**src/rtl/fp_pkg.sv**
```systemverilog
// Shared types and constant helpers for the sequential FP multiplier.
// Holds the FSM state enum, operand classes and IEEE constant builders.
package fp_pkg;

    typedef enum logic [1:0] {
        S_IDLE,
        S_MUL,
        S_NORM,
        S_DONE
    } state_e;

    typedef enum logic [1:0] {
        CLS_ZERO,
        CLS_NORM,
        CLS_INF,
        CLS_NAN
    } fp_class_e;

    // Exponent bias for an exp_w-bit exponent field.
    function automatic int bias_of(input int exp_w);
        return (1 << (exp_w - 1)) - 1;
    endfunction

    // Canonical quiet NaN: sign 0, exponent all ones, fraction MSB set.
    function automatic logic [63:0] qnan_bits(input int exp_w, input int man_w);
        logic [63:0] r;
        r = ((64'd1 << exp_w) - 64'd1) << man_w;
        r = r | (64'd1 << (man_w - 1));
        return r;
    endfunction

    // Positive infinity; the caller places the sign bit.
    function automatic logic [63:0] inf_bits(input int exp_w, input int man_w);
        return ((64'd1 << exp_w) - 64'd1) << man_w;
    endfunction

endpackage

```
**src/rtl/fp_round_rne.sv**
```systemverilog
// Normalize, round-to-nearest-even and range-check a raw significand product.
// Ports: i_prod (2*(MAN_W+1)-bit product), i_exp (signed unadjusted exponent),
//        i_sign; o_result (IEEE word), o_overflow, o_underflow, o_inexact.
module fp_round_rne
    import fp_pkg::*;
#(
    parameter int EXP_W = 8,
    parameter int MAN_W = 23
) (
    input  logic [2*(MAN_W+1)-1:0]   i_prod,
    input  logic signed [EXP_W+1:0]  i_exp,
    input  logic                     i_sign,
    output logic [EXP_W+MAN_W:0]     o_result,
    output logic                     o_overflow,
    output logic                     o_underflow,
    output logic                     o_inexact
);

    localparam int SW = MAN_W + 1;
    localparam int PW = 2 * SW;
    localparam int EW = EXP_W + 2;
    localparam int W  = 1 + EXP_W + MAN_W;
    localparam logic signed [EW-1:0] EMAX = EW'((1 << EXP_W) - 1);

    logic                   w_msb;
    logic [PW-1:0]          w_norm;
    logic [SW-1:0]          w_mant;
    logic                   w_g;
    logic                   w_r;
    logic                   w_s;
    logic                   w_up;
    logic [SW:0]            w_sum;
    logic                   w_carry;
    logic [MAN_W-1:0]       w_frac;
    logic signed [EW-1:0]   w_exp;
    logic                   w_ovf;
    logic                   w_unf;

    // Product of two normalized significands lies in [1,4); bring it to [1,2).
    assign w_msb  = i_prod[PW-1];
    assign w_norm = w_msb ? i_prod : (i_prod << 1);
    assign w_mant = w_norm[PW-1 -: SW];
    assign w_g    = w_norm[SW-1];
    assign w_r    = w_norm[SW-2];
    assign w_s    = |w_norm[SW-3:0];

    // Round up above half, or at exactly half when the kept LSB is odd.
    assign w_up    = w_g & (w_r | w_s | w_mant[0]);
    assign w_sum   = {1'b0, w_mant} + (SW+1)'(w_up);
    assign w_carry = w_sum[SW];
    assign w_frac  = w_carry ? w_sum[MAN_W:1] : w_sum[MAN_W-1:0];

    assign w_exp = i_exp + EW'(w_msb) + EW'(w_carry);
    assign w_ovf = !w_exp[EW-1] && (w_exp >= EMAX);
    assign w_unf = w_exp[EW-1] || (w_exp == '0);

    always_comb begin
        o_result    = {i_sign, w_exp[EXP_W-1:0], w_frac};
        o_overflow  = 1'b0;
        o_underflow = 1'b0;
        o_inexact   = w_g | w_r | w_s;
        if (w_ovf) begin
            o_result   = {i_sign, {EXP_W{1'b1}}, {MAN_W{1'b0}}};
            o_overflow = 1'b1;
            o_inexact  = 1'b1;
        end else if (w_unf) begin
            o_result    = {i_sign, {(W-1){1'b0}}};
            o_underflow = 1'b1;
            o_inexact   = |i_prod;
        end
    end

endmodule

```
**src/rtl/fp_multiplier_seq.sv**
```systemverilog
// Multi-cycle IEEE-754 multiplier with shift-add significand datapath.
// Ports: control/reset clock and sync reset; in_valid/in_ready with A, B;
//        out_valid/out_ready with out and overflow/underflow/invalid/inexact.
module fp_multiplier_seq
    import fp_pkg::*;
#(
    parameter int EXP_W          = 8,
    parameter int MAN_W          = 23,
    parameter int BITS_PER_CYCLE = 1
) (
    input  logic                     control,
    input  logic                     reset,
    input  logic                     in_valid,
    output logic                     in_ready,
    input  logic [EXP_W+MAN_W:0]     A,
    input  logic [EXP_W+MAN_W:0]     B,
    output logic                     out_valid,
    input  logic                     out_ready,
    output logic [EXP_W+MAN_W:0]     out,
    output logic                     overflow,
    output logic                     underflow,
    output logic                     invalid,
    output logic                     inexact
);

    localparam int W    = 1 + EXP_W + MAN_W;
    localparam int SW   = MAN_W + 1;
    localparam int PW   = 2 * SW;
    localparam int EW   = EXP_W + 2;
    localparam int ITER = SW / BITS_PER_CYCLE;
    localparam int CW   = $clog2(ITER + 1);

    localparam logic [W-1:0] QNAN  = W'(qnan_bits(EXP_W, MAN_W));
    localparam logic [W-1:0] INF_P = W'(inf_bits(EXP_W, MAN_W));
    localparam logic signed [EW-1:0] BIAS_V = EW'(bias_of(EXP_W));

    state_e               r_state;
    state_e               w_state_nxt;
    logic                 r_sign;
    logic signed [EW-1:0] r_exp;
    logic [PW-1:0]        r_acc;
    logic [PW-1:0]        r_mcand;
    logic [SW-1:0]        r_mplier;
    logic [CW-1:0]        r_cnt;
    logic [W-1:0]         r_out;
    logic                 r_ovf;
    logic                 r_unf;
    logic                 r_inv;
    logic                 r_inx;

    logic [EXP_W-1:0]     w_ea;
    logic [EXP_W-1:0]     w_eb;
    logic [MAN_W-1:0]     w_fa;
    logic [MAN_W-1:0]     w_fb;
    logic                 w_sign;
    fp_class_e            w_cls_a;
    fp_class_e            w_cls_b;
    logic                 w_nan;
    logic                 w_inf;
    logic                 w_zero;
    logic                 w_special;
    logic [W-1:0]         w_spec_out;
    logic                 w_accept;
    logic                 w_last;
    logic [PW-1:0]        w_acc_nxt;

    logic [W-1:0]         w_rnd_out;
    logic                 w_rnd_ovf;
    logic                 w_rnd_unf;
    logic                 w_rnd_inx;

    assign w_ea   = A[W-2 -: EXP_W];
    assign w_eb   = B[W-2 -: EXP_W];
    assign w_fa   = A[MAN_W-1:0];
    assign w_fb   = B[MAN_W-1:0];
    assign w_sign = A[W-1] ^ B[W-1];

    // Denormal inputs (exp=0) are treated as zero.
    always_comb begin
        w_cls_a = CLS_NORM;
        w_cls_b = CLS_NORM;
        if (w_ea == '0)
            w_cls_a = CLS_ZERO;
        else if (w_ea == '1)
            w_cls_a = (w_fa == '0) ? CLS_INF : CLS_NAN;
        if (w_eb == '0)
            w_cls_b = CLS_ZERO;
        else if (w_eb == '1)
            w_cls_b = (w_fb == '0) ? CLS_INF : CLS_NAN;
    end

    assign w_nan = (w_cls_a == CLS_NAN) || (w_cls_b == CLS_NAN)
                || ((w_cls_a == CLS_INF) && (w_cls_b == CLS_ZERO))
                || ((w_cls_a == CLS_ZERO) && (w_cls_b == CLS_INF));
    assign w_inf  = (w_cls_a == CLS_INF) || (w_cls_b == CLS_INF);
    assign w_zero = (w_cls_a == CLS_ZERO) || (w_cls_b == CLS_ZERO);
    assign w_special = w_nan || w_inf || w_zero;

    always_comb begin
        w_spec_out = {w_sign, {(W-1){1'b0}}};
        if (w_nan)
            w_spec_out = QNAN;
        else if (w_inf)
            w_spec_out = {w_sign, INF_P[W-2:0]};
    end

    assign w_accept = (r_state == S_IDLE) && in_valid;
    assign w_last   = (r_cnt == CW'(ITER - 1));

    // Partial products for the next BITS_PER_CYCLE multiplier bits.
    always_comb begin
        w_acc_nxt = r_acc;
        for (int j = 0; j < BITS_PER_CYCLE; j++) begin
            if (r_mplier[j])
                w_acc_nxt = w_acc_nxt + (r_mcand << j);
        end
    end

    always_ff @(posedge control) begin
        if (reset)
            r_state <= S_IDLE;
        else
            r_state <= w_state_nxt;
    end

    always_comb begin
        w_state_nxt = r_state;
        unique case (r_state)
            S_IDLE: if (in_valid) w_state_nxt = w_special ? S_DONE : S_MUL;
            S_MUL:  if (w_last) w_state_nxt = S_NORM;
            S_NORM: w_state_nxt = S_DONE;
            S_DONE: if (out_ready) w_state_nxt = S_IDLE;
        endcase
    end

    always_ff @(posedge control) begin
        if (reset) begin
            r_sign   <= 1'b0;
            r_exp    <= '0;
            r_acc    <= '0;
            r_mcand  <= '0;
            r_mplier <= '0;
            r_cnt    <= '0;
            r_out    <= '0;
            r_ovf    <= 1'b0;
            r_unf    <= 1'b0;
            r_inv    <= 1'b0;
            r_inx    <= 1'b0;
        end else begin
            if (w_accept) begin
                r_sign   <= w_sign;
                r_exp    <= EW'(w_ea) + EW'(w_eb) - BIAS_V;
                r_acc    <= '0;
                r_cnt    <= '0;
                r_mcand  <= PW'({1'b1, w_fa});
                r_mplier <= {1'b1, w_fb};
                if (w_special) begin
                    r_out <= w_spec_out;
                    r_ovf <= 1'b0;
                    r_unf <= 1'b0;
                    r_inv <= w_nan;
                    r_inx <= 1'b0;
                end
            end
            if (r_state == S_MUL) begin
                r_acc    <= w_acc_nxt;
                r_mcand  <= r_mcand << BITS_PER_CYCLE;
                r_mplier <= r_mplier >> BITS_PER_CYCLE;
                r_cnt    <= r_cnt + CW'(1);
            end
            if (r_state == S_NORM) begin
                r_out <= w_rnd_out;
                r_ovf <= w_rnd_ovf;
                r_unf <= w_rnd_unf;
                r_inv <= 1'b0;
                r_inx <= w_rnd_inx;
            end
        end
    end

    fp_round_rne #(
        .EXP_W (EXP_W),
        .MAN_W (MAN_W)
    ) u_round (
        .i_prod      (r_acc),
        .i_exp       (r_exp),
        .i_sign      (r_sign),
        .o_result    (w_rnd_out),
        .o_overflow  (w_rnd_ovf),
        .o_underflow (w_rnd_unf),
        .o_inexact   (w_rnd_inx)
    );

    assign in_ready  = (r_state == S_IDLE);
    assign out_valid = (r_state == S_DONE);
    assign out       = r_out;
    assign overflow  = r_ovf;
    assign underflow = r_unf;
    assign invalid   = r_inv;
    assign inexact   = r_inx;

endmodule

```
**config.mk**
```make
export PLATFORM = sky130hd
export DESIGN_NAME = fp_multiplier_seq
export DESIGN_NICKNAME = d
export VERILOG_FILES = /design/src/rtl/fp_pkg.sv /design/src/rtl/fp_round_rne.sv /design/src/rtl/fp_multiplier_seq.sv
export SDC_FILE = /design/constraint.sdc
export NUM_CORES = 1
export LEC_CHECK = 0
export CAP_MARGIN = 30
export CELL_PAD_IN_SITES_DETAIL_PLACEMENT = 0
export CELL_PAD_IN_SITES_GLOBAL_PLACEMENT = 1
export CORE_MARGIN = 2
export CORE_UTILIZATION = 46
export CTS_BUF_LIST = sky130_fd_sc_hd__clkbuf_8 sky130_fd_sc_hd__clkbuf_16
export CTS_CLUSTER_DIAMETER = 30
export CTS_CLUSTER_SIZE = 20
export DETAILED_ROUTE_END_ITERATION = 8
export PLACE_DENSITY_LB_ADDON = 0.3
export SYNTH_ARGS = -nofsm -noshare
export SYNTH_HDL_FRONTEND = slang
export SYNTH_SLANG_ARGS = --single-unit
```
**constraint.sdc**
```tcl
create_clock -name control -period 10.7 [get_ports control]
set_input_delay 2.675 -clock control [delete_from_list [all_inputs] [get_ports control]]
set_output_delay 2.675 -clock control [all_outputs]
set_load 0.005 [all_outputs]
```
==> results.toml, run 1 <==
[cts]
clk_latency_ns = 0.44
h-tree-depth = 4
numCtsBuffers = 17
cts.sinks = 174
cts-root-buf = "clkbuf_16"
ctsHoldBuffers = 0
cts_setup_buffers = 0
cts_tree = "done"
cts_buffer_depth = 2
cts_resized = 0
clkTransAtPathRegs_ns = 0.07

[logic_synthesis]
synthArstFlopShare_pct = 0
netlist_instances = 1524
synth_edf_count = 0
synth-simple-area-share_pct = 24.4
synth_area_um2 = 11300
synth_nets = 1664
yosys_warnings = 0
synth.distinct_cells = 81
syn_area_per_cell_um2 = 7.39
ys_ff_latch = 174
synth_top_family_by_area = "compound AO/OA/AOI/OAI gates"
synthAdderAreaFrac_pct = 8.13
synth_xor_area_share_pct = 4.74
synth_ff_type = "dfxtp_1"
synth-compound-area-share_pct = 25.6
ys_seq_area_share_pct = 30.9
synthMuxAreaShare_pct = 1.53

[pwr]
p_leak_nw = 4.97
total_power_mw = 2.08
power_density_nw_per_um2 = 160
ir_worst_vdd_uv = 113

[finish]
fillers = 2364
layout.nets = 1701
n_antenna_cell = 0
area_growth_pct = 15.8
drive_gt1_share_pct = 4.38
final_core_util_pct = 54.0

[detailed_routing]
ant_nets = 0
dr_total_vias = 10800
wl_per_cell_um = 15.9
drtIter0Drc = 740
via_per_inst = 5.68
routed_wl_um = 30200
drc_errors = 0
drtPass1Iterations = 7

[floorplan]
core-area_um2 = 24200
die_h_um = 161
dieArea_um2 = 25800
start_util_pct = 46.6
rows = 57
die_w_um = 161
ioPinCount = 106

[worst_hold_path]
min_to = "out[20]"
worstHoldPathType = "flop to flop"
worstHoldPathCells = 2
hold_start = "out[20]"

[worst_setup_path]
r2r_end = "out[21]"
crit_arrival_ns = 5.73
critPathKind = "flop to flop"
path_max_fanout = 65
endpoint_kind = "flop"
required_ns = 11.03
start_kind = "flop"
r2r_start = "r_acc[47]"
reg2reg_depth = 18
r2r_slack_ns = 5.30

[timing]
rsz0062_at_grt = "no"
finalMaxSlewViolations = 0
finalSetupViolCount = 0
skew_ns = 0.0154
finalHoldViolations = 0
tightestPinTransition_ns = 0.902
tns_ns = 0
fin_crit_ns = 5.40
slew_headroom_pct = 39.9
max_freq_mhz = 185
min_period_over_period_pct = 50.5

[global_routing]
grt_antenna_before_repair = 0
grt_pass1_wl_um = 50400
grt_max_degree = 100
first_global_vias = 10200
grtUsageTotal_pct = 23.5
overflow = 0

[run_status]
status = "finished, final reports clean"

[placed_design]
hpwl_um = 21900
routabilityCongestion = 0.873
io_buffer_count = 105

[flow_run]
max_cap_violations = 0
[sequential cells by signal, indices dropped and copies added, names as in the netlist, 2 cells and up]
name / count
r_mplier: 24
out: 32
r_state: 2
r_exp: 10
r_mcand: 48
r_cnt: 5
r_acc: 48
[synthesized netlist by cell type (4+ instances only)]
cell / count / area [um^2]
a211o_1: 6 / 52.6
a211oi_1: 17 / 128
a21boi_0: 4 / 30.0
a21o_1: 22 / 165
a21oi_1: 215 / 1080
a221oi_1: 4 / 35.0
a22o_1: 13 / 114
a22oi_1: 27 / 203
a311oi_1: 7 / 61.3
a31oi_1: 9 / 56.3
a32o_1: 6 / 60.1
a41oi_1: 4 / 35.0
and2_1: 9 / 56.3
and3_1: 9 / 56.3
and4_1: 6 / 52.6
buf_1: 9 / 33.8
clkbuf_1: 81 / 304
dfxtp_1: 174 / 3480
ha_1: 70 / 876
inv_1: 35 / 131
mux2i_1: 12 / 120
nand2_1: 230 / 863
nand2b_1: 12 / 75.1
nand3_1: 34 / 170
nand3b_1: 6 / 45.0
nand4_1: 25 / 156
nor2_1: 198 / 743
nor2b_1: 10 / 62.6
nor3_1: 26 / 130
nor4_1: 23 / 144
o211ai_1: 13 / 97.6
o21a_1: 9 / 67.6
o21ai_0: 53 / 265
o21bai_1: 9 / 67.6
o31ai_1: 6 / 45.0
or3_1: 6 / 37.5
xnor2_1: 36 / 315
xor2_1: 25 / 219
[cell usage in the layout, fill, tap and decap left out, types with 6 or more instances in the layout]
cell type,instances
o21bai_1,9
dfxtp_1,173
a22oi_1,27
nor4_1,23
inv_6,7
or3_1,6
a21oi_1,215
clkdlybuf4s50_1,104
clkbuf_16,17
a311oi_1,7
o31ai_1,6
a211oi_1,17
and3_1,9
nor2b_1,10
nand4_1,25
and2_1,8
nand2_1,229
and4_1,6
a32o_1,6
mux2i_1,12
nand3b_1,6
a211o_1,6
inv_1,35
o21a_1,9
ha_1,69
a21o_1,22
a22o_1,13
nor2_1,198
nand2b_1,12
o211ai_1,13
xnor2_1,36
buf_4,10
nor3_1,24
a31oi_1,9
xor2_1,25
o21ai_0,53
nand3_1,34
[worst max-delay path by stage]
stage	startpoint	endpoint	slack, ns	cells after the start
final	r_acc[47]	out[21]	5.30	18
after global routing	r_acc[47]	out[15]	4.86	19
after CTS	r_acc[47]	out[21]	5.27	18
after detailed placement	A[26]	out[24]	5.28	8
after global placement	r_acc[47]	out[1]	5.39	18
after floorplan	r_acc[47]	out[11]	5.20	25
[logic make-up after synthesis]
family / after synthesis
AND/OR/NAND/NOR: 610
AO/OA/AOI/OAI: 458
multiplexers: 16
XOR/XNOR: 61
adder cells (fa/ha/maj): 72
buffers and inverters: 133
flip-flops: 174
[area by class of cell]
type                    count  area, um^2  share of cell area, %
clock inverters            15         190                   1.46
clock buffers              17         425                   3.26
multi-input cells        1217        7290                   55.8
flip-flops and latches    174        3480                   26.7
inverters                  36         135                   1.04
repair buffers            115        1130                   8.64
well taps                 324         405                   3.11
[power breakdown]
group	internal [mW]	total, mW	switching [mW]
sequential	0.718	0.777	0.0591
clock	0.358	0.658	0.300
combinational	0.226	0.649	0.423
[routing by layer]
metal / global-route usage [%] / share of wire (%) / vias to the layer above
met2: 40.8 / 48 / 202
met1: 30.8 / 47 / 5013
met3: 3.25 / 3.1 / 34
met4: 6.02 / 1.4 / 0
li1: - / - / 5531
met5: 0 / 0 / -
[through the flow]
stage / std cells / cell area (um^2) / hold WS (ns) / setup slack [ns]
2_1_floorplan: 1524 / 11300 / 0.448 / 5.20
3_3_place_gp: 1864 / 12400 / 0.439 / 5.39
3_5_place_dp: 1865 / 12400 / 0.447 / 5.28
4_1_cts: 1897 / 13000 / 0.457 / 5.27
5_1_grt: 1898 / 13100 / 0.472 / 4.86
6_report: 1898 / 13100 / 0.452 / 5.30
[worst max-delay path, cell delays in order (launching register included)]
cell       delay (ns)
dfxtp_2          0.32
buf_4            0.51
mux2_2           0.28
ha_1             0.19
nand2_1          0.12
a2111oi_4        0.39
and4_1           0.42
nand2_1          0.30
xnor2_1          0.21
ha_1             0.24
a31oi_4          0.28
inv_1            0.08
ha_1             0.25
or3b_2           0.45
a211o_1          0.33
a211oi_2         0.31
or2_4            0.24
nor4_4           0.08
a32o_1           0.28
Note: power is estimated with default switching activity, not from simulation.
==> run 2, diff against run 1 <==
CORE_UTILIZATION = 43   (was 46)
clock period = 5.15 ns   (was 10.7 ns; I/O delays follow)
==> results.toml, run 2 (synthesis results as in run 1) <==
[run_status]
status = "finished, final reports clean"

[timing]
slew_headroom_pct = 33.1
tightestPinTransition_ns = 1.00
max_freq_mhz = 209
finalSetupViolCount = 0
finalHoldViolations = 0
finalMaxSlewViolations = 0
tns_ns = 0
fin_crit_ns = 4.79
rsz0062_at_grt = "no"
min_period_over_period_pct = 93.0
skew_ns = 0.0170

[detailed_routing]
drtPass1Iterations = 5
dr_total_vias = 10900
wl_per_cell_um = 16.3
routed_wl_um = 31500
ant_nets = 0
via_per_inst = 5.66
drtIter0Drc = 721
drc_errors = 0

[global_routing]
top_usage_layer = "met2"
grt_antenna_before_repair = 0
grt_use_met3_pct = 3.22
grt_max_degree = 110
grt_pass1_wl_um = 51900
overflow = 0
first_global_vias = 10300
grt_use_met2_pct = 37.5
grtUsageTotal_pct = 22.5
met1_usage_pct = 30.7

[finish]
layout_commonest_cell = "nand2_1"
area_growth_pct = 17.1
final_cells = 1925
drive_gt1_share_pct = 5.35
fillers = 2569
most-common-layout-cells = "nand2_1 (229), a21oi_1 (215), nor2_1 (198), dfxtp_1 (173), clkdlybuf4s50_1 (104)"
multi_input_area_um2 = 7290
n_antenna_cell = 0
seq_area_um2 = 3480
layout.nets = 1717

[cts]
cts_resized = 0
numCtsBuffers = 17
clk_latency_ns = 0.44
cts_buffer_depth = 2
clkTransAtPathRegs_ns = 0.07
h-tree-depth = 4
cts.sinks = 174
cts_tree = "done"
cts_setup_buffers = 0
cts-root-buf = "clkbuf_16"
ctsHoldBuffers = 0

[placed_design]
io_buffer_count = 105
hpwl_um = 23100
routabilityCongestion = 0.915
dp_cells = 1892

[floorplan]
die_w_um = 166
dieArea_um2 = 27500
start_util_pct = 43.5
ioPinCount = 106
core-area_um2 = 25900
rows = 59
die_h_um = 166

[worst_setup_path]
path_buf_inv = 2
path_cells = "inv_1 > nor2_1 > ha_1 > nand2_1 > a2111oi_4 > and4_1 > nand2_1 > xnor2_1 > ha_1 > a31oi_4 > inv_1 > ha_1 > or3b_2 > a211o_1 > a211oi_2 > or2_4 > nor4_4 > a32o_1"
r2r_start = "r_acc[23]"
r2r_end = "out[7]"
r2r_slack_ns = 0.36
path_max_fanout = 11
max_stage_delay_ns = 0.46
start_kind = "flop"
crit_path_frequent_cell = "ha_1"
slowest_stage = "dfxtp_1"
critPathKind = "flop to flop"
crit_arrival_ns = 5.12
required_ns = 5.48
crit_family = "compound AO/OA/AOI/OAI gates"
reg2reg_depth = 18
endpoint_kind = "flop"

[pwr]
power_density_nw_per_um2 = 331
seqPwrFrac_pct = 37.0
combPwrFrac_pct = 31.2
p_leak_nw = 5.06
p_int_mw = 2.73
total_power_mw = 4.37
power_frac_clock_pct = 31.7
ir_worst_vdd_uv = 291
p_sw_share_pct = 37.4
switchingPower_mw = 1.63

[flow_run]
max_cap_violations = 0

[worst_hold_path]
hold_start = "out[20]"
worstHoldPathCells = 2
worstHoldPathType = "flop to flop"
min_to = "out[20]"
-- run 2: per-layer routing --
metal | vias up | part of all wire [%]
met3 | 32 | 3.3
met4 | 0 | 1.4
met1 | 5108 | 48
li1 | 5548 | -
met2 | 217 | 47
met5 | - | 0
-- run 2: metrics by stage --
stage / setup WS, ns / hold WS, ns / cell area, um^2 / utilization [%]
after floorplan: 0.000629 / 0.448 / 11300 / -
after global placement: 0.500 / 0.448 / 12600 / 48.5
after detailed placement: 0.383 / 0.450 / 12600 / 48.5
after CTS: 0.377 / 0.457 / 13200 / 50.9
after global routing: 0.0240 / 0.477 / 13200 / 50.9
final: 0.361 / 0.455 / 13200 / 50.9
-- run 2: how the worst max path moves through the flow --
stage | startpoint | end | slack, ns | cells past startpoint
final | r_acc[23] | out[7] | 0.36 | 18
after global routing | r_acc[23] | out[15] | 0.02 | 18
after CTS | r_acc[23] | out[7] | 0.38 | 18
after detailed placement | r_acc[23] | out[7] | 0.38 | 18
after global placement | r_acc[23] | out[1] | 0.50 | 18
after floorplan | r_acc[47] | out[11] | 0.0006 | 25
-- run 2: cell type report --
| cell class | instances | share of cell area (%) |
|---|---|---|
| clock buffer | 19 | 3.43 |
| clock inverter | 13 | 1.29 |
| inverter | 36 | 1.02 |
| multi-input combinational | 1217 | 55.2 |
| sequential | 174 | 26.4 |
| tap | 335 | 3.18 |
| timing repair buffer | 131 | 9.45 |
-- run 2: power groups by stage --
stage,combinational [mW],sequential (mW),clock (mW)
global placement,1.35,1.65,0
global route,1.55,1.63,1.47
detailed placement,1.36,1.65,0
CTS,1.37,1.61,1.41
finish,1.36,1.62,1.39
floorplan,0.999,1.60,0
-- run 2: worst register-to-register path: stages (launching register included) --
cell	delay [ns]
dfxtp_1	0.46
inv_1	0.13
nor2_1	0.14
ha_1	0.21
nand2_1	0.11
a2111oi_4	0.39
and4_1	0.42
nand2_1	0.13
xnor2_1	0.14
ha_1	0.24
a31oi_4	0.27
inv_1	0.08
ha_1	0.24
or3b_2	0.45
a211o_1	0.34
a211oi_2	0.33
or2_4	0.25
nor4_4	0.09
a32o_1	0.27
